## src/rtl/key_cmd_sched.sv

```systemverilog
// rtl/key_cmd_sched.sv - key press to command scheduler with round-robin arbiter and command FIFO
module key_cmd_sched #(
    parameter int DEPTH = 4
) (
    input  logic       clk,
    input  logic       rst,
    input  logic [3:0] key_flag,
    input  logic [3:0] key_state,
    output logic       cmd_valid,
    output logic [1:0] cmd_id,
    input  logic       cmd_ready,
    output logic [4:0] fifo_cnt,
    output logic       drop_pulse,
    output logic [7:0] drop_cnt
);

    localparam int AW = $clog2(DEPTH);
    localparam logic [4:0] DEPTH_C = 5'(DEPTH);

    logic [3:0]    pending;
    logic [1:0]    rr_ptr;
    logic [1:0]    mem [DEPTH];
    logic [AW-1:0] wr_ptr;
    logic [AW-1:0] rd_ptr;
    logic [4:0]    cnt;
    logic          valid_q;

    logic [3:0]    press;
    logic          pop;
    logic          can_write;
    logic          gnt_any;
    logic [1:0]    gnt_idx;
    logic [3:0]    gnt_vec;
    logic [3:0]    drop_vec;
    logic [2:0]    drop_n;
    logic [8:0]    drop_sum;
    logic [4:0]    cnt_next;

    // Press events are falling edges only; a flag with the key released is ignored.
    assign press     = key_flag & ~key_state;
    assign pop       = valid_q & cmd_ready;
    assign can_write = (cnt < DEPTH_C) || pop;

    assign cmd_valid = valid_q;
    assign cmd_id    = mem[rd_ptr];
    assign fifo_cnt  = cnt;

    // Round-robin search upward from rr_ptr; grant is suppressed when the FIFO cannot take a write.
    always_comb begin : rr_arb
        logic [1:0] cand;
        gnt_any = 1'b0;
        gnt_idx = 2'd0;
        cand    = 2'd0;
        for (int k = 0; k < 4; k++) begin
            cand = rr_ptr + 2'(k);
            if (!gnt_any && pending[cand]) begin
                gnt_any = 1'b1;
                gnt_idx = cand;
            end
        end
        if (!can_write) begin
            gnt_any = 1'b0;
        end
        gnt_vec = gnt_any ? (4'b0001 << gnt_idx) : 4'b0000;
    end

    // A press only drops when its key is still pending after this cycle's grant.
    always_comb begin
        drop_vec = press & pending & ~gnt_vec;
        drop_n   = {2'b00, drop_vec[0]} + {2'b00, drop_vec[1]}
                 + {2'b00, drop_vec[2]} + {2'b00, drop_vec[3]};
        drop_sum = {1'b0, drop_cnt} + {6'b000000, drop_n};
    end

    // Next occupancy: a simultaneous push and pop cancel out.
    always_comb begin
        cnt_next = cnt;
        if (gnt_any && !pop) begin
            cnt_next = cnt + 5'd1;
        end else if (!gnt_any && pop) begin
            cnt_next = cnt - 5'd1;
        end
    end

    // Pending bits and round-robin pointer; a press in the grant cycle re-arms the key.
    always_ff @(posedge clk or posedge rst) begin
        if (rst) begin
            pending <= 4'd0;
            rr_ptr  <= 2'd0;
        end else begin
            pending <= (pending & ~gnt_vec) | press;
            if (gnt_any) begin
                rr_ptr <= gnt_idx + 2'd1;
            end
        end
    end

    // Command FIFO storage, pointers and registered valid flag.
    always_ff @(posedge clk or posedge rst) begin
        if (rst) begin
            for (int i = 0; i < DEPTH; i++) begin
                mem[i] <= 2'd0;
            end
            wr_ptr  <= '0;
            rd_ptr  <= '0;
            cnt     <= 5'd0;
            valid_q <= 1'b0;
        end else begin
            if (gnt_any) begin
                mem[wr_ptr] <= gnt_idx;
                wr_ptr      <= wr_ptr + AW'(1);
            end
            if (pop) begin
                rd_ptr <= rd_ptr + AW'(1);
            end
            cnt     <= cnt_next;
            valid_q <= (cnt_next != 5'd0);
        end
    end

    // Drop pulse and saturating drop counter.
    always_ff @(posedge clk or posedge rst) begin
        if (rst) begin
            drop_pulse <= 1'b0;
            drop_cnt   <= 8'd0;
        end else begin
            drop_pulse <= |drop_vec;
            drop_cnt   <= drop_sum[8] ? 8'hFF : drop_sum[7:0];
        end
    end

endmodule
```

## config.mk

```make
export PLATFORM = sky130hd
export DESIGN_NAME = key_cmd_sched
export DESIGN_NICKNAME = d
export VERILOG_FILES = /design/src/rtl/key_cmd_sched.sv
export SDC_FILE = /design/constraint.sdc
export NUM_CORES = 1
export LEC_CHECK = 0
export BUFFER_PORTS_ARGS = -buffer_cell sky130_fd_sc_hd__buf_2
export CORE_ASPECT_RATIO = 0.75
export CORE_UTILIZATION = 60
export CTS_CLUSTER_SIZE = 14
export DETAILED_ROUTE_END_ITERATION = 8
export PLACE_DENSITY = 0.82
export SETUP_SLACK_MARGIN = 0.5
export SYNTH_ARGS = -nofsm -noshare
export SYNTH_HDL_FRONTEND = slang
export SYNTH_SLANG_ARGS = --single-unit
```

## constraint.sdc

```tcl
create_clock -name clk -period 8.7 [get_ports clk]
set_input_delay 0 -clock clk [delete_from_list [all_inputs] [get_ports clk]]
set_output_delay 0 -clock clk [all_outputs]
set_load 0.05 [all_outputs]
```

Word level (Yosys, flattened, before mapping)
Index checks and enable logic that the tools add are counted.
- register bits: 33
- bits of input ports: 11
- output and inout port bits: 17
- logic and storage cells: 84
- add/sub/neg operators: 12
- $lt $le $gt $ge: 8
- shift operators: 1
- mux-type cells: 27
- bitwise logic cells: 10
- reductions and logical operators: 14
- operators by type and width (operator ; number):
    $and 4x4->4 ; 4
    $mux 2 ; 7
    $lt 2x3->1 const B ; 4
    $mux 5 ; 2
    $add 8x3->9 ; 1
    $mux 1 ; 9
    $add 2x1->2 const B ; 4
    $bmux 1 s2 ; 4
    $bwmux 8 ; 1
    $mux 8 ; 1
    $not 4->4 ; 2
    $ge 3x3->1 const B ; 2
    $logic_and 1x1->1 ; 6
    $not 2->3 ; 2
    $add 5x1->5 const B ; 1
    $logic_not 1->1 ; 5
    $lt 5x3->1 const B ; 1
    $reduce_bool 5->1 ; 1
    $sub 5x1->5 const B ; 1
    $add 2x2->2 const B ; 2
    $bmux 2 s2 ; 1
    $demux 2 s2 ; 1
    $mux 4 ; 1
    $or 4x4->4 ; 1
    other kinds (8) ; 8

Depth between registers and ports, before layout
Gate-level depths: netlist of the first run.
- depth after elaboration: 21
- gate-level depth with buffers: 15
- mapped depth without buffers: 14

Worst setup path before layout of the first run
No wires, ideal clock.
- kind: register to register
- start point: register valid_q (netlist: cmd_valid)
- end point: register drop_cnt[3]
- library setup time: 0.083 ns
- arrival: 3.153 ns
- required time: 8.617 ns
- setup slack: 5.464 ns
- stages on the path, launching flop included: 11
- buffers on the path: 0
- clock period less this slack: 3.236 ns
- path through: dfrtp_1 > and2_0 > nor2_1 > o311ai_1 > fa_1 > fa_1 > inv_1 > fa_1 > and3_1 > nand3_1 > o21ai_0
- word-level cells in the longest chain between the ends: 11
- ends and longest elaborated chain (what ; line ; RTL):
    from (decl) ; 26 ; logic valid_q;
    from (signal assigned) ; 117 ; valid_q <= (cnt_next != 5'd0);
    $and 1x1->1 (*) ; 41 ; assign pop = valid_q & cmd_ready;
    $logic_or 1x1->1 (*) ; 42 ; assign can_write = (cnt < DEPTH_C) || pop;
    $mux 1 (*) ; 61 ; if (!can_write) begin
    $mux 4 (*) ; 64 ; gnt_vec = gnt_any ? (4'b0001 << gnt_idx) : 4'b0000;
    $not 4->4 (*) ; 69 ; drop_vec = press & pending & ~gnt_vec;
    $and 4x4->4 (*) ; 69 ;
    $add 1x1->2 ; 70 ; drop_n = {2'b00, drop_vec[0]} + {2'b00, drop_vec[1]}
    $add 2x1->3 ; 71 ; + {2'b00, drop_vec[2]} + {2'b00, drop_vec[3]};
    $add 3x1->3 (*) ; 71 ;
    $add 8x3->9 (*) ; 72 ; drop_sum = {1'b0, drop_cnt} + {6'b000000, drop_n};
    $mux 8 (*) ; 128 ; drop_cnt <= drop_sum[8] ? 8'hFF : drop_sum[7:0];
    to (signal assigned) ; 128 ;
    to (decl) ; 14 ; output logic [7:0] drop_cnt
Mark *: on every way between the ends. The rest lies on a longest branch, timed or not.
A chain may end at the register's enable or synchronous reset.

Worst setup path after layout of the first run
- start point: register pending[3]
- end point: register drop_cnt[3]
- word-level cells in the longest chain between the ends: 21
- elaborated cells between the ends (all ways): 33
- classes of those cells: add/sub: 4; shift: 1; mux: 19; bitwise: 3; reduce/logical: 6
- ends and longest elaborated chain (what ; line ; RTL):
    from (decl) ; 20 ; logic [3:0] pending;
    from (signal assigned) ; 91 ; pending <= (pending & ~gnt_vec) | press;
    $bmux 1 s2 ; 56 ; if (!gnt_any && pending[cand]) begin
    $mux 1 (implied by the code) ; 56 ;
    $mux 1 ; 56 ;
    $logic_not 1->1 ; 56 ;
    $logic_and 1x1->1 ; 56 ;
    $mux 1 ; 56 ;
    $logic_not 1->1 ; 56 ;
    $logic_and 1x1->1 ; 56 ;
    [5 not listed] ; - ;
    $mux 4 ; 64 ;
    $not 4->4 ; 69 ;
    $and 4x4->4 (*) ; 69 ;
    $add 1x1->2 ; 70 ;
    $add 2x1->3 ; 71 ;
    $add 3x1->3 (*) ; 71 ;
    $add 8x3->9 (*) ; 72 ;
    $mux 8 (*) ; 128 ;
Mark *: on every way between the ends. The rest lies on a longest branch, timed or not. The select of a mux whose other input is x is not followed.

==> results.json, run 1 <==
{
  "ys_seq_elements": 33,
  "place_hpwl_mm": 2.66,
  "power_leakage_nw": 0.995,
  "dp.cells": 232,
  "synth-seq-area-share_pct": 45.2,
  "power_density_mw_per_mm2": 386,
  "vias_per_cell": 5.66,
  "critPathKind": "reg2reg",
  "cts_resized": 0,
  "firstDrtPassIters": 4,
  "drive_gt1_share_pct": 25.9,
  "status": "complete, no violations",
  "min_to": "pending[1]$_DFF_PP0_",
  "drc": 0,
  "maxCapViolations": 0,
  "cts_setup_buffers": 0,
  "vias": 1365,
  "worst_pin_slew_ns": 0.878,
  "clkTransAtPathRegs_ns": 0.07,
  "wl_per_cell_um": 14.8,
  "drtIter0Drc": 69,
  "root_buffer": "clkbuf_8",
  "r2r_end": "drop_cnt[3]$_DFF_PP0_",
  "finalCritPeriodShare_pct": 40.4,
  "critPathLaunchType": "flop",
  "initial_utilization_pct": 66.7,
  "fin_skew_ns": 0.00630,
  "wl_met3_um": 181,
  "final_nets": 227,
  "wirelength_mm": 3.57,
  "hold_class": "in2reg",
  "rows": 16,
  "gp_congestion": 0.914,
  "worstHoldPathCells": 3,
  "wirelength_met1_mm": 1.72,
  "postSynthCellCount": 172,
  "timing.rr.start": "pending[3]$_DFF_PP0_",
  "fmax_mhz": 285,
  "setup_viol_count_final": 0,
  "die_x_um": 65.7,
  "synth.distinct_cells": 46,
  "ff2ff_path_depth": 14,
  "placed_cell_area_mm2": 0.00200,
  "ios": 28,
  "setup_tns_ns": 0,
  "cts_hold_buffers": 1,
  "arrival_ns": 3.72,
  "syn_area_mm2": 0.00183,
  "cts_buffer_depth": 2,
  "antenna_found_initial": 0,
  "grt_max_degree": 34,
  "cts.sinks": 33,
  "worstPathRequired_ns": 8.90,
  "coreArea_mm2": 0.00274,
  "synth_edf_count": 0,
  "async_flop_share_pct": 100,
  "max_slew_margin_pct": 41.2,
  "finalCriticalPeriod_ns": 3.51,
  "holdCritStartpoint": "key_state[1]",
  "synth_flop_cell": "dfrtp_1",
  "cts_tree": "yes",
  "io_buffers": 27,
  "finalHoldViolations": 0,
  "area_growth_syn_to_layout_pct": 14.3,
  "grt_usage_pct": 25.9,
  "ir_drop_uv": 266,
  "antennaDiodeCount": 0,
  "power_w": 0.000807,
  "cts_made_buffers": 5,
  "drv_slew": 0,
  "ant_nets": 0,
  "cts_htree_levels": 2,
  "mostFrequentLayoutCell": "dfrtp_1",
  "die_h_um": 49.8,
  "dr_wl_met2_mm": 1.63,
  "dieArea_mm2": 0.00327,
  "synth_warnings": 0,
  "r2r_setup_slack_ns": 5.19,
  "avgSynthCellArea_um2": 10.6,
  "cp-startpoint": "pending[3]$_DFF_PP0_",
  "critPathMaxFanout": 11,
  "top_layer": "met4",
  "grt.overflow.total": 0,
  "clock_latency_ns": 0.28,
  "synthesis.nets": 195,
  "first_global_vias": 1349,
  "critPathCaptureType": "flop",
  "timing.hold.ws_ns": 0.0267,
  "rsz0062_at_grt": "false",
  "fin_cells": 241,
  "fin_area_mm2": 0.00209,
  "grt_pass1_wl_mm": 6.20,
  "final_cell_mix": "dfrtp_1, buf_2, nand2_1"
}
[kinds of logic (layout without fill, tap and decap cells)]
kind of cell             after synthesis  after routing  share of synthesized area (%)
AO/OA/AOI/OAI                         30             30                           11.4
XOR/XNOR                               8              8                           3.83
adder cells (fa/ha/maj)               12             12                           9.45
buffers and inverters                 16             49                           3.49
flip-flops                            33             33                           45.2
multiplexers                          10             10                           7.39
AND/OR/NAND/NOR                       63             63                           19.3
[synthesized netlist by cell type (3+ instances only)]
library cell	instances	share of area, %
nor3b_1	3	1.2
nand3_1	5	1.4
nor2b_1	6	2.1
nand2b_1	3	1.0
nand2_1	17	3.5
a21oi_1	9	2.5
and3_1	4	1.4
buf_2	3	0.82
mux2_2	6	3.7
inv_1	12	2.5
ha_1	9	6.2
xnor2_1	6	2.9
a21o_1	4	1.6
o21ai_0	5	1.4
nor2_1	9	1.8
fa_1	3	3.3
dfrtp_1	33	45
[metrics by stage]
stage / setup slack, ns / utilization, %
final: 5.19 / 76.2
after CTS: 5.18 / 76.2
after global routing: 4.87 / 76.2
after floorplan: 5.46 / -
after detailed placement: 5.24 / 72.8
after global placement: 5.32 / 72.8
[power by group]
group,switching (W),internal [W]
logic,0.000264,0.000150
registers,0.0000637,0.000220
clock network,0.0000533,0.0000553
[per-layer routing]
layer	global-route usage (%)	up-vias
met1	36.9	668
met2	38.9	33
met4	7.25	0
met5	0	-
li1	-	659
met3	6.94	5
[worst max-delay path by stage]
stage	cells after the start	end
floorplan	10	drop_cnt[3]$_DFF_PP0_
global placement	14	drop_cnt[3]$_DFF_PP0_
detailed placement	14	drop_cnt[3]$_DFF_PP0_
CTS	14	drop_cnt[3]$_DFF_PP0_
global route	14	drop_cnt[3]$_DFF_PP0_
finish	14	drop_cnt[3]$_DFF_PP0_
[layout make-up]
type                    instances  area, µm²
multi-input cells             123        938
repair buffers                 29        153
fillers                       191        653
well taps                      36       45.0
clock buffers                   6       72.6
flip-flops and latches         33        826
clock inverters                 2       10.0
inverters                      12       45.0
[worst max-delay path, cell delays in order, from the launching register on]
cell and delay, ns:
dfrtp_1 0.45, and2b_2 0.24, nor3b_1 0.17, o22a_2 0.29
inv_1 0.07, ha_1 0.20, nand2_1 0.09, nand3_1 0.12
fa_1 0.48, fa_1 0.42, inv_1 0.09, fa_1 0.25
and3_1 0.21, nand3_1 0.21, o21ai_0 0.14
[sequential cells by signal (all words and copies together) (netlist names)]
register,cells
rd_ptr,2
drop_cnt,8
mem,8
drop_pulse,1
fifo_cnt,5
pending,4
cmd_valid,1
wr_ptr,2
rr_ptr,2
Note: power is estimated with default switching activity, not from simulation.
==> run 2, diff against run 1 <==
Settings changed: CORE_UTILIZATION 60 to 56, PLACE_DENSITY 0.82 to 0.77.
Clock period 8.7 ns to 3.6 ns, I/O delays scaled along.
==> results.json, run 2 (synthesis gave the netlist of run 1 again) <==
{
  "crit_family": "adder cells",
  "cts_buffer_depth": 2,
  "nFillCells": 190,
  "power_density_mw_per_mm2": 989,
  "dieArea_mm2": 0.00350,
  "power_leakage_nw": 1.09,
  "cts_made_buffers": 5,
  "fin_skew_ns": 0.00526,
  "initial_utilization_pct": 60.5,
  "vias_per_cell": 5.81,
  "root_buffer": "clkbuf_8",
  "ant_nets": 0,
  "antennaDiodeCount": 0,
  "cp-startpoint": "pending[2]$_DFF_PP0_",
  "vias": 1494,
  "critPathLaunchType": "flop",
  "wirelength_met1_mm": 1.82,
  "ff2ff_path_depth": 12,
  "drv_slew": 0,
  "ir_drop_uv": 810,
  "finalCritPeriodShare_pct": 86.8,
  "setup_viol_count_final": 0,
  "final_nets": 241,
  "mostFrequentLayoutCell": "dfrtp_1",
  "cts_htree_levels": 2,
  "endpoint": "drop_cnt[6]$_DFF_PP0_",
  "gp_congestion": 0.851,
  "cp_cell_sequence": "or2b_1 > nor3b_2 > o22a_2 > buf_6 > o311ai_4 > fa_1 > fa_2 > inv_2 > fa_2 > and3_4 > and2_1 > a21oi_1",
  "drtIter0Drc": 101,
  "cp_slowest_cell": "fa_1",
  "max_slew_margin_pct": 54.9,
  "die_h_um": 51.5,
  "grt_usage_pct": 25.9,
  "worst_pin_slew_ns": 0.670,
  "r2r_end": "drop_cnt[6]$_DFF_PP0_",
  "clkTransAtPathRegs_ns": 0.07,
  "clock_latency_ns": 0.28,
  "fin_area_mm2": 0.00234,
  "wirelength_mm": 4.12,
  "arrival_ns": 3.29,
  "wl_met3_um": 196,
  "firstDrtPassIters": 4,
  "finalHoldViolations": 0,
  "cp.depth": 12,
  "first_global_vias": 1412,
  "rsz0062_at_grt": "true",
  "timing.rr.start": "pending[2]$_DFF_PP0_",
  "cts_tree": "yes",
  "finalCriticalPeriod_ns": 3.13,
  "critPathKind": "reg2reg",
  "place_hpwl_mm": 2.69,
  "status": "complete, no violations",
  "r2r_setup_slack_ns": 0.47,
  "worst_path_most_repeated_cell": "fa_2",
  "rows": 17,
  "dr_wl_met2_mm": 2.01,
  "crit_buf_inv": 2,
  "critPathCaptureType": "flop",
  "io_buffers": 27,
  "grt_max_degree": 34,
  "fmax_mhz": 320,
  "cpPeakStageDelay_ns": 0.50,
  "area_growth_syn_to_layout_pct": 27.8,
  "worstPathRequired_ns": 3.77,
  "coreArea_mm2": 0.00302,
  "dp.cells": 235,
  "worstHoldPathCells": 3,
  "top_layer": "met4",
  "cts.sinks": 33,
  "drc": 0,
  "grt.overflow.total": 0,
  "setup_tns_ns": 0,
  "wl_per_cell_um": 16.0,
  "critPathMaxFanout": 4,
  "final_cell_mix": "dfrtp_1, buf_2, nand2_1, buf_4, inv_1",
  "drive_gt1_share_pct": 40.2,
  "fin_cells": 257,
  "placed_cell_area_mm2": 0.00206,
  "ios": 28,
  "maxCapViolations": 0,
  "antenna_found_initial": 0,
  "hold_class": "in2reg",
  "die_x_um": 68.0,
  "grt_pass1_wl_mm": 6.40
}
run 2: how the worst min path moves through the flow:
stage                      start                    end  slack [ns]
floorplan                    rst  drop_cnt[0]$_DFF_PP0_        0.13
global placement             rst  wr_ptr[0]$_DFFE_PP0P_         0.1
detailed placement           rst  wr_ptr[0]$_DFFE_PP0P_        0.11
CTS                 key_state[1]   pending[1]$_DFF_PP0_        0.01
global route        key_state[1]   pending[1]$_DFF_PP0_        0.03
finish              key_state[1]   pending[1]$_DFF_PP0_        0.03
run 2: worst register-to-register path, stage by stage (launching register included):
cell	delay [ns]
dfrtp_1	0.40
or2b_1	0.27
nor3b_2	0.16
o22a_2	0.22
buf_6	0.13
o311ai_4	0.26
fa_1	0.50
fa_2	0.37
inv_2	0.07
fa_2	0.22
and3_4	0.21
and2_1	0.12
a21oi_1	0.06
run 2: report_power, final:
| part | switching [W] | internal, W |
|---|---|---|
| clock | 0.000133 | 0.000226 |
| combinational | 0.000751 | 0.000517 |
| sequential | 0.000150 | 0.000534 |
run 2: what timing repair did:
| action | 4_1_cts | 5_1_grt |
|---|---|---|
| setup buffers | 10 | 3 |
| endpoints found under the hold margin | 33 | 0 |
| cloned | 0 | 0 |
| pin swaps | 4 | 2 |
| hold buffers | 1 | 0 |
| endpoints found under the setup margin | 8 | 8 |
| resized for setup | 5 | 10 |
run 2: layer usage:
layer / vias to the layer above / track usage [%]
met5: - / 0
met4: 0 / 11.1
met3: 11 / 5.80
met2: 52 / 41.3
met1: 742 / 33.6
li1: 689 / -
run 2: cell type report:
type                            instances  area [µm²]  area share (%)
Multi-Input combinational cell        123        1030            44.3
Sequential cell                        33         831            35.6
Timing Repair Buffer                   43         262            11.2
Clock buffer                            7        86.3            3.70
Tap cell                               38        47.5            2.04
Inverter                               12        45.0            1.93
Clock inverter                          1        30.0            1.29
run 2: metrics by stage:
stage / utilization, % / hold slack [ns] / setup WS [ns] / total power, W
floorplan: - / 0.129 / 0.507 / 0.00152
global placement: 68.3 / 0.0999 / 0.378 / 0.00168
detailed placement: 68.3 / 0.106 / 0.277 / 0.00173
CTS: 75.5 / 0.0118 / 0.504 / 0.00222
global route: 77.3 / 0.0320 / 0.379 / 0.00244
finish: 77.3 / 0.0260 / 0.475 / 0.00231
==> run 3, diff against run 2 <==
Settings changed: RECOVER_POWER from default to 50.
==> results.json, run 3 (synthesis gave the netlist of run 1 again) <==
{
  "worst_pin_slew_ns": 1.78,
  "nFillCells": 195,
  "place_hpwl_mm": 2.69,
  "firstDrtPassIters": 4,
  "finalCritPeriodShare_pct": 86.8,
  "setup_tns_ns": 0,
  "hold_class": "in2reg",
  "arrival_ns": 3.29,
  "power_frac_seq_pct": 29.8,
  "critPathKind": "reg2reg",
  "initial_utilization_pct": 60.5,
  "ir_drop_uv": 810,
  "final_cell_mix": "dfrtp_1, buf_2, nand2_1",
  "critPathCaptureType": "flop",
  "grt_pass1_wl_mm": 6.40,
  "die_h_um": 51.5,
  "cts_buffer_depth": 2,
  "mostFrequentLayoutCell": "dfrtp_1",
  "fmax_mhz": 320,
  "fin_skew_ns": 0.00483,
  "status": "complete, but fails checks",
  "maxCapViolations": 1,
  "power_w": 0.00230,
  "multiInputGateArea_mm2": 0.00103,
  "root_buffer": "clkbuf_8",
  "gp_congestion": 0.851,
  "cts_htree_levels": 2,
  "cts_tree": "yes",
  "grt_max_degree": 34,
  "p_switching_w": 0.00104,
  "ant_nets": 0,
  "vias_per_cell": 5.83,
  "drv_slew": 34,
  "drive_gt1_share_pct": 36.5,
  "vias": 1498,
  "clock_latency_ns": 0.28,
  "die_x_um": 68.0,
  "intPower_w": 0.00127,
  "max_slew_margin_pct": -18.9,
  "area_growth_syn_to_layout_pct": 27.1,
  "coreArea_mm2": 0.00302,
  "combPwrFrac_pct": 54.6,
  "cts_made_buffers": 5,
  "antenna_found_initial": 0,
  "grt.overflow.total": 0,
  "clkPwrFrac_pct": 15.6,
  "seq_area_um2": 831,
  "cts.sinks": 33,
  "io_buffers": 27,
  "worstHoldPathCells": 3,
  "wirelength_mm": 4.12,
  "ios": 28,
  "drc": 0,
  "swShare_pct": 45.0,
  "dieArea_mm2": 0.00350,
  "setup_viol_count_final": 0,
  "ff2ff_path_depth": 12,
  "rows": 17,
  "finalHoldViolations": 0,
  "rsz0062_at_grt": "true",
  "clkTransAtPathRegs_ns": 0.07,
  "final_nets": 241,
  "first_global_vias": 1412,
  "grt_usage_pct": 25.9,
  "timing.hold.ws_ns": 0.0260,
  "finalCriticalPeriod_ns": 3.12,
  "power_leakage_nw": 1.07,
  "violations": "max-capacitance violations, max-slew violations",
  "drtIter0Drc": 102,
  "critPathMaxFanout": 4,
  "antennaDiodeCount": 0,
  "critPathLaunchType": "flop",
  "power_density_mw_per_mm2": 991,
  "wl_per_cell_um": 16.0,
  "worstPathRequired_ns": 3.77
}
## run 3: changes by cell type in the layout (fill, tap and decap cells not counted), sizes merged
cell / before / now
buf: 42 / 34
clkbuf: 7 / 15
## run 3: metrics by stage
stage | setup slack, ns | cell area [µm²] | std cells | util, %
finish | 0.477 | 2320 | 257 | 76.9
global route | 0.379 | 2320 | 257 | 76.9
CTS | 0.504 | 2280 | 254 | 75.5
detailed placement | 0.277 | 2060 | 235 | 68.3
global placement | 0.378 | 2060 | 235 | 68.3
floorplan | 0.507 | 1890 | 172 | -
## run 3: per-layer routing
layer | global-route usage, % | vias up | wire [µm]
met5 | 0 | - | 0
met4 | 11.1 | 0 | 82
met3 | 5.80 | 11 | 178
met2 | 41.3 | 52 | 2000
met1 | 33.6 | 746 | 1850
li1 | - | 689 | -
## run 3: power by group through the flow
stage,clock network (W),logic [W],registers [W]
floorplan,0,0.000665,0.000852
global placement,0,0.000999,0.000684
detailed placement,0,0.00104,0.000697
CTS,0.000361,0.00118,0.000680
global route,0.000377,0.00135,0.000708
finish,0.000359,0.00126,0.000686
## run 3: layout make-up
class | instances | share of cell area, %
multi-input cells | 123 | 44.5
flip-flops and latches | 33 | 35.8
clock inverters | 1 | 1.29
clock buffers | 7 | 3.72
repair buffers | 43 | 10.7
inverters | 12 | 1.94
well taps | 38 | 2.05
## run 3: what timing repair did
action / in CTS / in global routing
hold endpoints to repair: 33 / 0
setup endpoints to repair: 8 / 8
gates resized for setup: 5 / 10
cloned: 0 / 0
buffers inserted: 10 / 3
hold buffers: 1 / 0
pin swaps: 4 / 2
## run 3: worst paths after layout
kind | from | endpoint | slack [ns]
max reg2reg | pending[2]$_DFF_PP0_ | drop_cnt[6]$_DFF_PP0_ | 0.48
min reg2reg | mem[6]$_DFFE_PP0P_ | mem[6]$_DFFE_PP0P_ | 0.49
max | pending[2]$_DFF_PP0_ | drop_cnt[6]$_DFF_PP0_ | 0.48
min | key_state[1] | pending[1]$_DFF_PP0_ | 0.03
min in group asynchronous | rst | drop_cnt[7]$_DFF_PP0_ | 0.89
max in group asynchronous | rst | pending[1]$_DFF_PP0_ | 1.56
## run 3: worst max-delay path, stage by stage (launching register included)
cell	delay [ns]
dfrtp_1	0.40
or2b_1	0.27
nor3b_2	0.16
o22a_2	0.22
buf_6	0.13
o311ai_4	0.26
fa_1	0.50
fa_2	0.37
inv_2	0.07
fa_2	0.22
and3_4	0.21
and2_1	0.12
a21oi_1	0.06
